===== config.mk =====
export PLATFORM = sky130hd
export DESIGN_NAME = reg_writeback
export DESIGN_NICKNAME = d
export VERILOG_FILES = /design/src/rtl/reg_writeback_pkg.sv /design/src/rtl/reg_writeback_wb_fifo.sv /design/src/rtl/reg_writeback.sv
export SDC_FILE = /design/constraint.sdc
export NUM_CORES = 1
export LEC_CHECK = 0
export CORE_MARGIN = 2
export CORE_UTILIZATION = 50
export CTS_CLUSTER_SIZE = 30
export DETAILED_ROUTE_END_ITERATION = 16
export GPL_ROUTABILITY_DRIVEN = 0
export GPL_TIMING_DRIVEN = 0
export PLACE_DENSITY = 0.83
export SYNTH_ARGS = -nofsm -noshare
export SYNTH_HDL_FRONTEND = slang
export SYNTH_SLANG_ARGS = --single-unit

===== constraint.sdc =====
create_clock -name clk -period 3 [get_ports clk]
set_input_delay 0.3 -clock clk [delete_from_list [all_inputs] [get_ports clk]]
set_output_delay 0.3 -clock clk [all_outputs]
set_load 0.03 [all_outputs]

===== src/rtl/reg_writeback_pkg.sv =====
// rtl/reg_writeback_pkg.sv - shared types and helpers for the register writeback stage
package reg_writeback_pkg;

    localparam int RISCV_WORD_WIDTH = 32;
    localparam int GP_REG_COUNT     = 32;
    localparam int REG_ADDR_W       = $clog2(GP_REG_COUNT);

    function automatic logic [GP_REG_COUNT-1:0] reg_onehot(input logic [REG_ADDR_W-1:0] rd);
        logic [GP_REG_COUNT-1:0] r;
        r     = '0;
        r[rd] = 1'b1;
        return r;
    endfunction

endpackage


===== src/rtl/reg_writeback_wb_fifo.sv =====
// rtl/reg_writeback_wb_fifo.sv - in-order buffer for load results that lost arbitration
module wb_fifo
    import reg_writeback_pkg::*;
#(
    parameter int DEPTH = 2,
    localparam int PTR_W = (DEPTH > 1) ? $clog2(DEPTH) : 1,
    localparam int CNT_W = $clog2(DEPTH + 1)
) (
    input  logic                          clk,
    input  logic                          rst_n,
    input  logic                          push,
    input  logic [REG_ADDR_W-1:0]         push_rd,
    input  logic [RISCV_WORD_WIDTH-1:0]   push_data,
    input  logic                          pop,
    output logic [REG_ADDR_W-1:0]         head_rd,
    output logic [RISCV_WORD_WIDTH-1:0]   head_data,
    output logic [CNT_W-1:0]              count,
    output logic [DEPTH-1:0]              entry_valid,
    output logic [DEPTH*REG_ADDR_W-1:0]   entry_rd
);

    logic [REG_ADDR_W-1:0]       mem_rd   [DEPTH];
    logic [RISCV_WORD_WIDTH-1:0] mem_data [DEPTH];
    logic [PTR_W-1:0]            wr_ptr;
    logic [PTR_W-1:0]            rd_ptr;

    function automatic logic [PTR_W-1:0] ptr_next(input logic [PTR_W-1:0] p);
        return (p == PTR_W'(DEPTH - 1)) ? '0 : p + 1'b1;
    endfunction

    assign head_rd   = mem_rd[rd_ptr];
    assign head_data = mem_data[rd_ptr];

    for (genvar g = 0; g < DEPTH; g++) begin : g_entry_rd
        assign entry_rd[g*REG_ADDR_W +: REG_ADDR_W] = mem_rd[g];
    end

    // Entry storage needs no reset; validity is tracked separately.
    always_ff @(posedge clk) begin
        if (push) begin
            mem_rd[wr_ptr]   <= push_rd;
            mem_data[wr_ptr] <= push_data;
        end
    end

    // Pointers, occupancy and per-entry valid bits; reset drops all buffered loads.
    always_ff @(posedge clk) begin
        if (!rst_n) begin
            wr_ptr      <= '0;
            rd_ptr      <= '0;
            count       <= '0;
            entry_valid <= '0;
        end else begin
            if (pop) begin
                rd_ptr              <= ptr_next(rd_ptr);
                entry_valid[rd_ptr] <= 1'b0;
            end
            if (push) begin
                wr_ptr              <= ptr_next(wr_ptr);
                entry_valid[wr_ptr] <= 1'b1;
            end
            case ({push, pop})
                2'b10:   count <= count + 1'b1;
                2'b01:   count <= count - 1'b1;
                default: count <= count;
            endcase
        end
    end

endmodule


===== src/rtl/reg_writeback.sv =====
// rtl/reg_writeback.sv - arbitrates ALU and load results onto the single register-file write port
module reg_writeback
    import reg_writeback_pkg::*;
#(
    parameter int DEPTH = 2
) (
    input  logic                          clk,
    input  logic                          rst_n,
    input  logic                          alu_valid_i,
    input  logic [REG_ADDR_W-1:0]         alu_rd_i,
    input  logic [RISCV_WORD_WIDTH-1:0]   alu_data_i,
    input  logic                          lsu_valid_i,
    output logic                          lsu_ready_o,
    input  logic [REG_ADDR_W-1:0]         lsu_rd_i,
    input  logic [RISCV_WORD_WIDTH-1:0]   lsu_data_i,
    output logic                          write_en_o,
    output logic [REG_ADDR_W-1:0]         write_addr_o,
    output logic [RISCV_WORD_WIDTH-1:0]   write_data_o,
    output logic [GP_REG_COUNT-1:0]       pending_mask_o
);

    localparam int CNT_W = $clog2(DEPTH + 1);

    logic                        lsu_fire;
    logic                        direct;
    logic                        push;
    logic                        pop;
    logic                        sel_valid;
    logic [REG_ADDR_W-1:0]       sel_rd;
    logic [RISCV_WORD_WIDTH-1:0] sel_data;
    logic [REG_ADDR_W-1:0]       head_rd;
    logic [RISCV_WORD_WIDTH-1:0] head_data;
    logic [CNT_W-1:0]            count;
    logic [DEPTH-1:0]            entry_valid;
    logic [DEPTH*REG_ADDR_W-1:0] entry_rd;

    // Ready depends only on registered occupancy, so a full FIFO never falls through.
    assign lsu_ready_o = rst_n && (count < CNT_W'(DEPTH));
    assign lsu_fire    = lsu_valid_i && lsu_ready_o;

    wb_fifo #(.DEPTH(DEPTH)) u_fifo (
        .clk         (clk),
        .rst_n       (rst_n),
        .push        (push),
        .push_rd     (lsu_rd_i),
        .push_data   (lsu_data_i),
        .pop         (pop),
        .head_rd     (head_rd),
        .head_data   (head_data),
        .count       (count),
        .entry_valid (entry_valid),
        .entry_rd    (entry_rd)
    );

    // Source select: ALU first, then buffered loads in order, then a direct load.
    always_comb begin
        sel_valid = 1'b0;
        sel_rd    = '0;
        sel_data  = '0;
        pop       = 1'b0;
        direct    = 1'b0;
        if (alu_valid_i) begin
            sel_valid = 1'b1;
            sel_rd    = alu_rd_i;
            sel_data  = alu_data_i;
        end else if (count != '0) begin
            sel_valid = 1'b1;
            sel_rd    = head_rd;
            sel_data  = head_data;
            pop       = 1'b1;
        end else if (lsu_fire) begin
            sel_valid = 1'b1;
            sel_rd    = lsu_rd_i;
            sel_data  = lsu_data_i;
            direct    = 1'b1;
        end
        push = lsu_fire && !direct && (lsu_rd_i != '0);
    end

    // Registered write request; r0 targets are consumed without a write.
    always_ff @(posedge clk) begin
        if (!rst_n) begin
            write_en_o   <= 1'b0;
            write_addr_o <= '0;
            write_data_o <= '0;
        end else begin
            write_en_o <= sel_valid && (sel_rd != '0);
            if (sel_valid && (sel_rd != '0)) begin
                write_addr_o <= sel_rd;
                write_data_o <= sel_data;
            end
        end
    end

    // Destinations still owed to the register file: buffered loads plus the current write.
    always_comb begin
        pending_mask_o = '0;
        for (int i = 0; i < DEPTH; i++) begin
            if (entry_valid[i]) begin
                pending_mask_o = pending_mask_o | reg_onehot(entry_rd[i*REG_ADDR_W +: REG_ADDR_W]);
            end
        end
        if (write_en_o) begin
            pending_mask_o = pending_mask_o | reg_onehot(write_addr_o);
        end
        pending_mask_o[0] = 1'b0;
    end

endmodule


=== After elaboration in Yosys (flattened, before gate mapping) ===
Memory sizes are Yosys's and may differ from the RTL's. A register that Yosys moved wholly into a read port is not among the register bits.
Index checks and enable logic that the tools add are counted.

* Bits in registers: 44
* Memory bits (writable): 74
* Bits of input ports: 78
* Logic and storage cells: 84
* Memories kept: 2

* $add $sub $neg: 4
* Order comparisons: 11
* Eq/ne operators: 2
* Muxes and demuxes: 38
* Bitwise logic cells: 5
* Reduce and logical (&&, ||, !) cells: 15

{| class="wikitable"
|+ Memories
! name !! words !! width !! read ports !! clocked after memory_dff !! wr ports !! RTL line !! RTL
|-
| u_fifo.mem_data || 2 || 32 || 1 || 1 || 1 || reg_writeback_wb_fifo.sv:23 || <nowiki>logic [RISCV_WORD_WIDTH-1:0] mem_data [DEPTH];</nowiki>
|-
| u_fifo.mem_rd || 2 || 5 || 3 || 1 || 1 || reg_writeback_wb_fifo.sv:22 || <nowiki>logic [REG_ADDR_W-1:0] mem_rd [DEPTH];</nowiki>
|}

{| class="wikitable"
|+ Operator list
! kind !! count
|-
| 32-bit 2-to-1 mux || 6
|-
| 32-bit bitwise OR || 2
|-
| 1-bit 2-to-1 mux || 20
|-
| 5-bit by 6-bit less-than comparator with 1-bit output, second input constant || 3
|-
| 1-bit demux with 5-bit select || 3
|-
| 5-bit by 1-bit greater-or-equal comparator with 1-bit output, second input constant || 3
|-
| 5-bit 2-to-1 mux || 3
|-
| 1-bit logical AND || 10
|-
| 5-bit nonzero test || 2
|-
| 2-bit 2-to-1 mux || 3
|-
| 1-bit by 2-bit less-than comparator with 1-bit output, second input constant || 2
|-
| 2-bit one-hot mux with 2 select lines || 1
|-
| 2-bit nonzero test || 2
|-
| 1-bit adder, second input constant || 2
|-
| 2-bit by 1-bit adder with 2-bit output, second input constant || 1
|-
| 2-bit bitwise AND || 1
|-
| 1-bit demux with 1-bit select || 2
|-
| 2-bit by 1-bit == test with 1-bit output, second input constant || 1
|-
| 2-bit == test, second input constant || 1
|-
| 1-bit greater-or-equal comparator, second input constant || 2
|-
| 2-bit less-than comparator, second input constant || 1
|-
| 2-bit NOT || 1
|-
| 2-bit bitwise OR || 1
|-
| 2-bit by 1-bit subtractor with 2-bit output, second input constant || 1
|-
| 1-bit logical NOT || 1
|}

=== Longest topological paths before layout ===
Gate-level depths: netlist of the first run.

* Depth after elaboration: 11
* Depth in mapped cells: 9
* Depth with buffers taken out: 7

=== By module ===
A second synthesis of the first run with hierarchy kept.

* Cells, all modules: 494
* Area, all modules: 5710.5 um2

{| class="wikitable"
|+ Modules (own cells, without submodules)
! module !! times used !! cells each !! area an instance (um2) !! seq. area each (um2)
|-
| wb_fifo || 1 || 142 || 2956.6 || 2362.3
|-
| reg_writeback || 1 || 352 || 2753.9 || 760.7
|}

=== Least setup slack after synthesis of the first run ===
OpenSTA, ideal clock, no wires.

* Path kind: in2reg
* Start: input alu_valid_i
* End: memory u_fifo.mem_data[1][0], enable pin
* Setup time: 0.399 ns
* Arrival: 2.141 ns
* Path slack: 0.460 ns
* Stages: 5
* Buffers on the path: 2
* Cells stage by stage: buf_2 clkbuf_1 o211ai_1 a211oi_1 and2_1

* Cells in the longest elaborated chain, start to end: 6

{| class="wikitable"
|+ RTL lines
! what !! RTL line !! RTL
|-
| from (decl) || reg_writeback.sv:9 || <nowiki>input logic alu_valid_i,</nowiki>
|-
| 1-bit 2-to-1 mux || reg_writeback.sv:62 || <nowiki>if (alu_valid_i) begin</nowiki>
|-
| 1-bit logical NOT || reg_writeback.sv:77 || <nowiki>push = lsu_fire && !direct && (lsu_rd_i != '0);</nowiki>
|-
| 1-bit logical AND (2 in series) || reg_writeback.sv:77 ||
|-
| 1-bit 2-to-1 mux || reg_writeback_wb_fifo.sv:40 || <nowiki>if (push) begin</nowiki>
|-
| 1-bit 2-to-1 mux (not written as such) || reg_writeback_wb_fifo.sv:42 || <nowiki>mem_data[wr_ptr] <= push_data;</nowiki>
|-
| to (decl) || reg_writeback_wb_fifo.sv:23 ||
|}

Every way passes these cells.

=== Worst setup path after layout of the first run ===
* Start: register write_en_o
* End: output pending_mask_o[20]

* Cells in the longest elaborated chain, start to end: 1

{| class="wikitable"
|+ RTL lines
! what !! RTL line !! RTL
|-
| from (decl) || reg_writeback.sv:16 || <nowiki>output logic write_en_o,</nowiki>
|-
| from (signal assigned) || reg_writeback.sv:87 || <nowiki>write_en_o <= sel_valid && (sel_rd != '0);</nowiki>
|-
| 32-bit 2-to-1 mux || reg_writeback.sv:103 || <nowiki>if (write_en_o) begin</nowiki>
|-
| to (decl) || reg_writeback.sv:19 || <nowiki>output logic [GP_REG_COUNT-1:0] pending_mask_o</nowiki>
|}

Every way passes these cells.

==> results of run 1 <==
## per-layer routing
layer | GRT usage (%) | wire length (um) | share of wire, % | up-vias
met4 | 10.2 | 361 | 2.2 | 0
li1 | - | - | - | 2478
met5 | 0 | 0 | 0 | -
met1 | 29.5 | 6470 | 39 | 2504
met3 | 6.64 | 1290 | 7.8 | 35
met2 | 46.6 | 8470 | 51 | 264
## final cells by class
type | instances | area [um2] | share of cell area, %
sequential | 119 | 3120 | 37.9
inverter | 7 | 28.8 | 0.349
clock inverter | 14 | 111 | 1.35
buffer | 48 | 258 | 3.13
timing repair buffer | 148 | 1500 | 18.2
clock buffer | 18 | 429 | 5.21
multi-input combinational | 420 | 2600 | 31.6
tap | 147 | 184 | 2.23
## cell families after synthesis
group | Yosys count | synth area share (%)
other | 1 | 0.0625
XOR/XNOR | 3 | 0.438
buffers and inverters | 55 | 4.73
AND/OR/NAND/NOR | 229 | 16.9
flip-flops | 119 | 52.1
multiplexers | 68 | 12.0
AO/OA/AOI/OAI | 118 | 13.5
adder cells (fa/ha/maj) | 1 | 0.209
## timing repair
item | 4_1_cts | 5_1_grt
resized for setup | 2 | 1
hold buffers | 0 | 0
setup endpoints to repair | 40 | 2
endpoints found under the hold margin | 0 | 0
gates cloned | 0 | 0
setup buffers | 0 | 0
## layout by cell type (no fill, tap or decap), drive strengths merged, types with 2 or more instances in the layout
cell | netlist | routed
dfxtp | 45 | 45
clkinv | 0 | 8
nor2b | 3 | 3
a222oi | 2 | 2
xor2 | 2 | 2
a211oi | 2 | 2
nor3 | 5 | 5
buf | 14 | 15
and3 | 6 | 6
nor2 | 17 | 17
nor3b | 12 | 12
inv | 7 | 8
clkdlybuf4s50 | 0 | 147
mux2 | 33 | 33
a21oi | 6 | 6
edfxtp | 74 | 74
o21ai | 38 | 38
o22ai | 2 | 2
clkinvlp | 0 | 4
clkbuf | 34 | 52
mux2i | 35 | 35
a22oi | 61 | 61
nand2 | 168 | 168
a221oi | 3 | 3
and3b | 9 | 9
nand3 | 2 | 2
## worst max-delay path by stage
stage                                   from                               end  slack (ns)  depth (start not counted)
3_3_place_gp                     alu_valid_i  u_fifo.mem_data[1][22]$_DFFE_PP_       -0.97                          6
6_report               write_en_o$_SDFF_PN0_                pending_mask_o[20]        0.09                          4
5_1_grt                          alu_valid_i      u_fifo.count[1]$_SDFFE_PN0P_       0.003                          9
4_1_cts        u_fifo.mem_rd[1][1]$_DFFE_PP_                pending_mask_o[16]        0.08                          4
3_5_place_dp                     alu_valid_i  u_fifo.mem_data[0][25]$_DFFE_PP_       -0.38                          7
2_1_floorplan                    alu_valid_i   u_fifo.mem_data[1][0]$_DFFE_PP_        0.46                          5
## through the flow
step | total power, mW | setup slack (ns) | setup TNS [ns]
2_1_floorplan | 3.15 | 0.460 | 0
3_3_place_gp | 3.70 | -0.970 | -66.16
3_5_place_dp | 3.74 | -0.379 | -19.08
4_1_cts | 5.59 | 0.0815 | 0
5_1_grt | 5.80 | 0.00287 | 0
6_report | 5.59 | 0.0898 | 0
## critical path: stages (launching register included)
cell	delay [ns]
dfxtp_1	0.42
nor3b_1	0.79
a22oi_1	0.21
nand2_1	0.12
clkdlybuf4s50_1	0.67
## synth_stat cells (2+ instances only)
library cell / number
a22oi_1: 61
buf_6: 2
a21oi_1: 6
mux2i_1: 35
and3b_1: 9
edfxtp_1: 74
inv_1: 7
nand3_1: 2
nand2_1: 168
a221oi_2: 3
nor2b_1: 2
buf_12: 3
and3_1: 6
nor3_1: 5
dfxtp_1: 45
buf_4: 3
mux2_2: 33
nor2_1: 17
buf_1: 4
xor2_1: 2
nor3b_1: 12
buf_2: 2
o22ai_1: 2
clkbuf_1: 34
o21ai_0: 38
a222oi_1: 2
## state kept, by name (all words and copies together) (netlist names), named ones only
name and count:
u_fifo.count 2, u_fifo.wr_ptr 1, u_fifo.rd_ptr 1, write_data_o 32
write_addr_o 5, u_fifo.entry_valid 2, u_fifo.mem_data 64, write_en_o 1
u_fifo.mem_rd 10
## report_power, final
group	switching [mW]	internal (mW)
sequential	0.0953	1.91
combinational	0.988	0.750
clock	0.717	1.12
==> impl_metrics.tcl, run 1 <==
set metrics [dict create \
    vias 5281 \
    wl_mm 16.6 \
    worstPathArrival_ns 2.61 \
    cts_root_buf "clkbuf_16" \
    crit_fanout 7 \
    num_rows 40 \
    synth_flop_cell "edfxtp_1" \
    port_buffers 147 \
    utilization_pct 69.4 \
    grt_overflow_total 0 \
    final_cell_area_um2 8240 \
    r2r_slack_ns 0.81 \
    drive_gt1_share_pct 10.9 \
    antenna_found_initial 0 \
    ys_types 43 \
    yosys.area.top_type "edfxtp_1" \
    htree_levels 4 \
    start_util_pct 50.6 \
    synthTopCellsByArea "edfxtp_1 37%, dfxtp_1 15%, nand2_1 11%" \
    wl_per_cell_um 18.0 \
    clk_latency_ns 0.41 \
    antennaDiodeCount 0 \
    final_cells 921 \
    ant_nets 0 \
    die_h_um 114 \
    fin_worst_skew_ns 0.0110 \
    async_flop_share_pct 0 \
    cts.sinks 119 \
    max-slew-margin-rel_pct 38.0 \
    synth_area_um2 6000 \
    synth.yosys.seq_area_share_pct 52.1 \
    drv_slew 0 \
    grt_pass1_wl_mm 26.3 \
    synth_edf_count 74 \
    synth_warnings 0 \
    drt-pass1-iter-count 6 \
    grt_max_degree 38 \
    r2r_cells 8 \
    core_um2 11900 \
    start_kind "flop" \
    crit_type "flop to output pin" \
    areaGrowthSynthToFinish_pct 37.3 \
    synth_nets 673 \
    cap_viol_max_count 0 \
    clk_pin_slew_worst_paths_ns 0.05 \
    whs_ns 0.461 \
    first_global_vias 5394 \
    grtUsageTotal_pct 25.9 \
    max_freq_mhz 344 \
    r2r_start "u_fifo.count[1]$_SDFFE_PN0P_" \
    tightest_slew_ns 0.928 \
    run_status "complete, no violations" \
    worstPathRequired_ns 2.70 \
    viasPerCell 5.73 \
    total_leakage_power_nw 2.96 \
    ys_ff_latch 119 \
    clock_tree.buffer_depth 2 \
    postSynthAreaPerCell_um2 10.1 \
    die_area_um2 12900 \
    min_to "write_data_o[18]$_SDFFE_PN0P_" \
    hold_path_class "flop to flop" \
    n_fill_cell 891 \
    power.density_nw_per_um2 679 \
    finalHoldViolations 0 \
    dp_hpwl_mm 11.6 \
    holdPathStages 2 \
    min_from "write_data_o[18]$_SDFFE_PN0P_" \
    netlist_instances 594 \
    num-nets-final 840 \
    ir_drop_v 0.000387 \
    setup_viol 0 \
    finalCriticalPeriod_ns 2.91 \
    cts_tree "built" \
    route.detailed.drc 0 \
    drtIter0Drc 604 \
    yosys.area.top_type_share_pct 37.0 \
    die_w_um 114 \
    pin_count 149 \
    dpl_cell_area_um2 7680 \
    dp_cells 889 \
    numCtsBuffers 17 \
    period_share_pct 97.0 \
    rsz0062_at_grt "false" \
    crit_path_end_kind "output pin" \
    reg2reg_to "write_data_o[30]$_SDFFE_PN0P_" \
]
Power figures use the tool's default switching activity.
==> run 2, diff against run 1 <==
Settings changed: CAP_MARGIN from default to 30.
==> results of run 2 <==
No change in the layout: final DEF, timing and power equal those of run 1.
==> run 3, diff against run 2 <==
==> constraint.sdc (replaced) <==
create_clock -name clk -period 3 [get_ports clk]
set_input_delay 0.3 -clock clk [delete_from_list [all_inputs] [get_ports clk]]
set_output_delay 0.3 -clock clk [all_outputs]
set_load 0.005 [all_outputs]
==> run 3 against run 2 <==
  * Setup slack gained 0.017 ns
  * Clock skew shrank 0.0028 ns
  * Core utilization shrank 0.084 points
  * Fmax grew 0.59%
  * Sequential power is essentially flat
  * Combinational power shrank 11%
  * Worst hold slack is essentially flat
  * Global-route usage is essentially flat
  * Sequential share of layout area is essentially flat
  * Largest power group unchanged
==> impl_metrics.tcl, run 3 (synthesized netlist as in run 1, its figures left out) <==
set metrics [dict create \
    die_w_um 114 \
    crit_path_end_kind "output pin" \
    top_register "u_fifo.mem_data" \
    ant_nets 0 \
    largest_register_ffs 64 \
    layout_commonest_cell "nand2_1" \
    first_global_vias 5382 \
    n_fill_cell 895 \
    numCtsBuffers 17 \
    multiInputGateArea_um2 2590 \
    final_cells 921 \
    grt_pass1_wl_mm 26.3 \
    seq_area_um2 3120 \
    drv_slew 0 \
    num-nets-final 840 \
    start_util_pct 50.6 \
    comb_power_share_pct 28.6 \
    cap_viol_max_count 0 \
    htree_levels 4 \
    areaGrowthSynthToFinish_pct 37.1 \
    ir_drop_v 0.000379 \
    total_leakage_power_nw 2.96 \
    port_buffers 147 \
    max-slew-margin-rel_pct 34.6 \
    met3_usage_pct 6.70 \
    setup_viol 0 \
    cts_root_buf "clkbuf_16" \
    core_um2 11900 \
    crit_fanout 7 \
    finalCriticalPeriod_ns 2.89 \
    clock_tree.buffer_depth 2 \
    pin_count 149 \
    post-place-ws_ns -0.379 \
    worstPathCellList "nor3b_1, a22oi_1, nand2_1, clkdlybuf4s50_1" \
    drt-pass1-iter-count 6 \
    swShare_pct 29.7 \
    cts.sinks 119 \
    setup_slack_ns 0.107 \
    die_area_um2 12900 \
    clk_pin_slew_worst_paths_ns 0.05 \
    setup_tns_ns 0 \
    period_share_pct 96.4 \
    met1_usage_pct 29.6 \
    grtUsageTotal_pct 25.9 \
    viasPerCell 5.71 \
    wl_per_cell_um 18.0 \
    max_freq_mhz 346 \
    clk_latency_ns 0.41 \
    utilization_pct 69.4 \
    wl_mm 16.5 \
    hold_path_class "flop to flop" \
    power_frac_seq_pct 37.3 \
    run_status "complete, no violations" \
    power.density_nw_per_um2 655 \
    finalHoldViolations 0 \
    route.detailed.drc 0 \
    dp_cells 889 \
    crit_type "flop to output pin" \
    start_kind "flop" \
    drive_gt1_share_pct 10.6 \
    grt_overflow_total 0 \
    grt_max_degree 38 \
    grt_busiest_layer "met2" \
    power_switching_mw 1.60 \
    rsz0062_at_grt "false" \
    final_cell_mix "168 x nand2_1, 147 x clkdlybuf4s50_1, 74 x edfxtp_1, 61 x a22oi_1, 45 x dfxtp_1" \
    num_rows 40 \
    p_total_mw 5.39 \
    slowest_stage "nor3b_1" \
    max_stage_delay_ns 0.83 \
    use_met2_pct 46.6 \
    fin_worst_skew_ns 0.00817 \
    largestRegisters "u_fifo.mem_data x64, write_data_o x32, u_fifo.mem_rd x10" \
    worstPathRequired_ns 2.70 \
    antenna_found_initial 0 \
    dp_hpwl_mm 11.6 \
    drtIter0Drc 602 \
    vias 5260 \
    worstPathArrival_ns 2.59 \
    clock_power_share_pct 34.1 \
    tightest_slew_ns 0.979 \
    p_int_mw 3.79 \
    die_h_um 114 \
    cts_tree "built" \
    antennaDiodeCount 0 \
]
==> run 3: cell counts in the layout (fill, tap and decap cells not counted) <==
Identical to the previous run, type by type.
==> run 3: per-layer routing <==
layer	wire, um	vias to the layer above
met5	0	-
met1	6370	2483
met2	8490	272
li1	-	2478
met3	1350	27
met4	329	0
==> run 3: area by class of cell <==
class | count | share of cell area [%]
sequential | 119 | 38.0
multi-input combinational | 420 | 31.5
timing repair buffer | 148 | 18.2
clock buffer | 18 | 5.22
buffer | 48 | 3.13
tap | 147 | 2.24
clock inverter | 14 | 1.35
inverter | 7 | 0.350
==> run 3: worst max-delay path: cells and delay by family (launching register included) <==
| kind | cells | cell delay, ns |
|---|---|---|
| buffers and inverters | 1 | 0.52 |
| DFF | 1 | 0.44 |
| and+or+nand+nor | 2 | 0.98 |
| AOI/OAI and AO/OA | 1 | 0.25 |
==> run 3: final timing paths <==
check	slack (ns)	endpoint	start	depth (start not counted)
worst max-delay path	0.11	pending_mask_o[16]	u_fifo.mem_rd[0][1]$_DFFE_PP_	4
worst min-delay path	0.46	write_data_o[18]$_SDFFE_PN0P_	write_data_o[18]$_SDFFE_PN0P_	2
worst max register to register	0.81	write_data_o[30]$_SDFFE_PN0P_	flop	8
worst min register to register	0.46	write_data_o[18]$_SDFFE_PN0P_	write_data_o[18]$_SDFFE_PN0P_	2
==> run 3: power groups by stage <==
stage | Sequential (mW) | Clock [mW] | Combinational [mW]
2_1_floorplan | 2.02 | 0 | 0.932
3_5_place_dp | 2.04 | 0 | 1.51
6_report | 2.01 | 1.84 | 1.54
3_3_place_gp | 2.03 | 0 | 1.47
5_1_grt | 2.03 | 1.92 | 1.67
4_1_cts | 2.01 | 1.85 | 1.54
==> run 3: timing repair <==
item                       CTS  global route
setup buffers                0             0
resized for setup            1             0
hold buffers                 0             0
setup endpoints to repair   37             0
==> run 3: stage by stage <==
| stage | hold slack, ns | cell area, um2 |
|---|---|---|
| after floorplan | 0.399 | 6000 |
| after global placement | 0.445 | 7650 |
| after detailed placement | 0.454 | 7680 |
| after CTS | 0.466 | 8230 |
| after global routing | 0.479 | 8230 |
| final | 0.461 | 8230 |
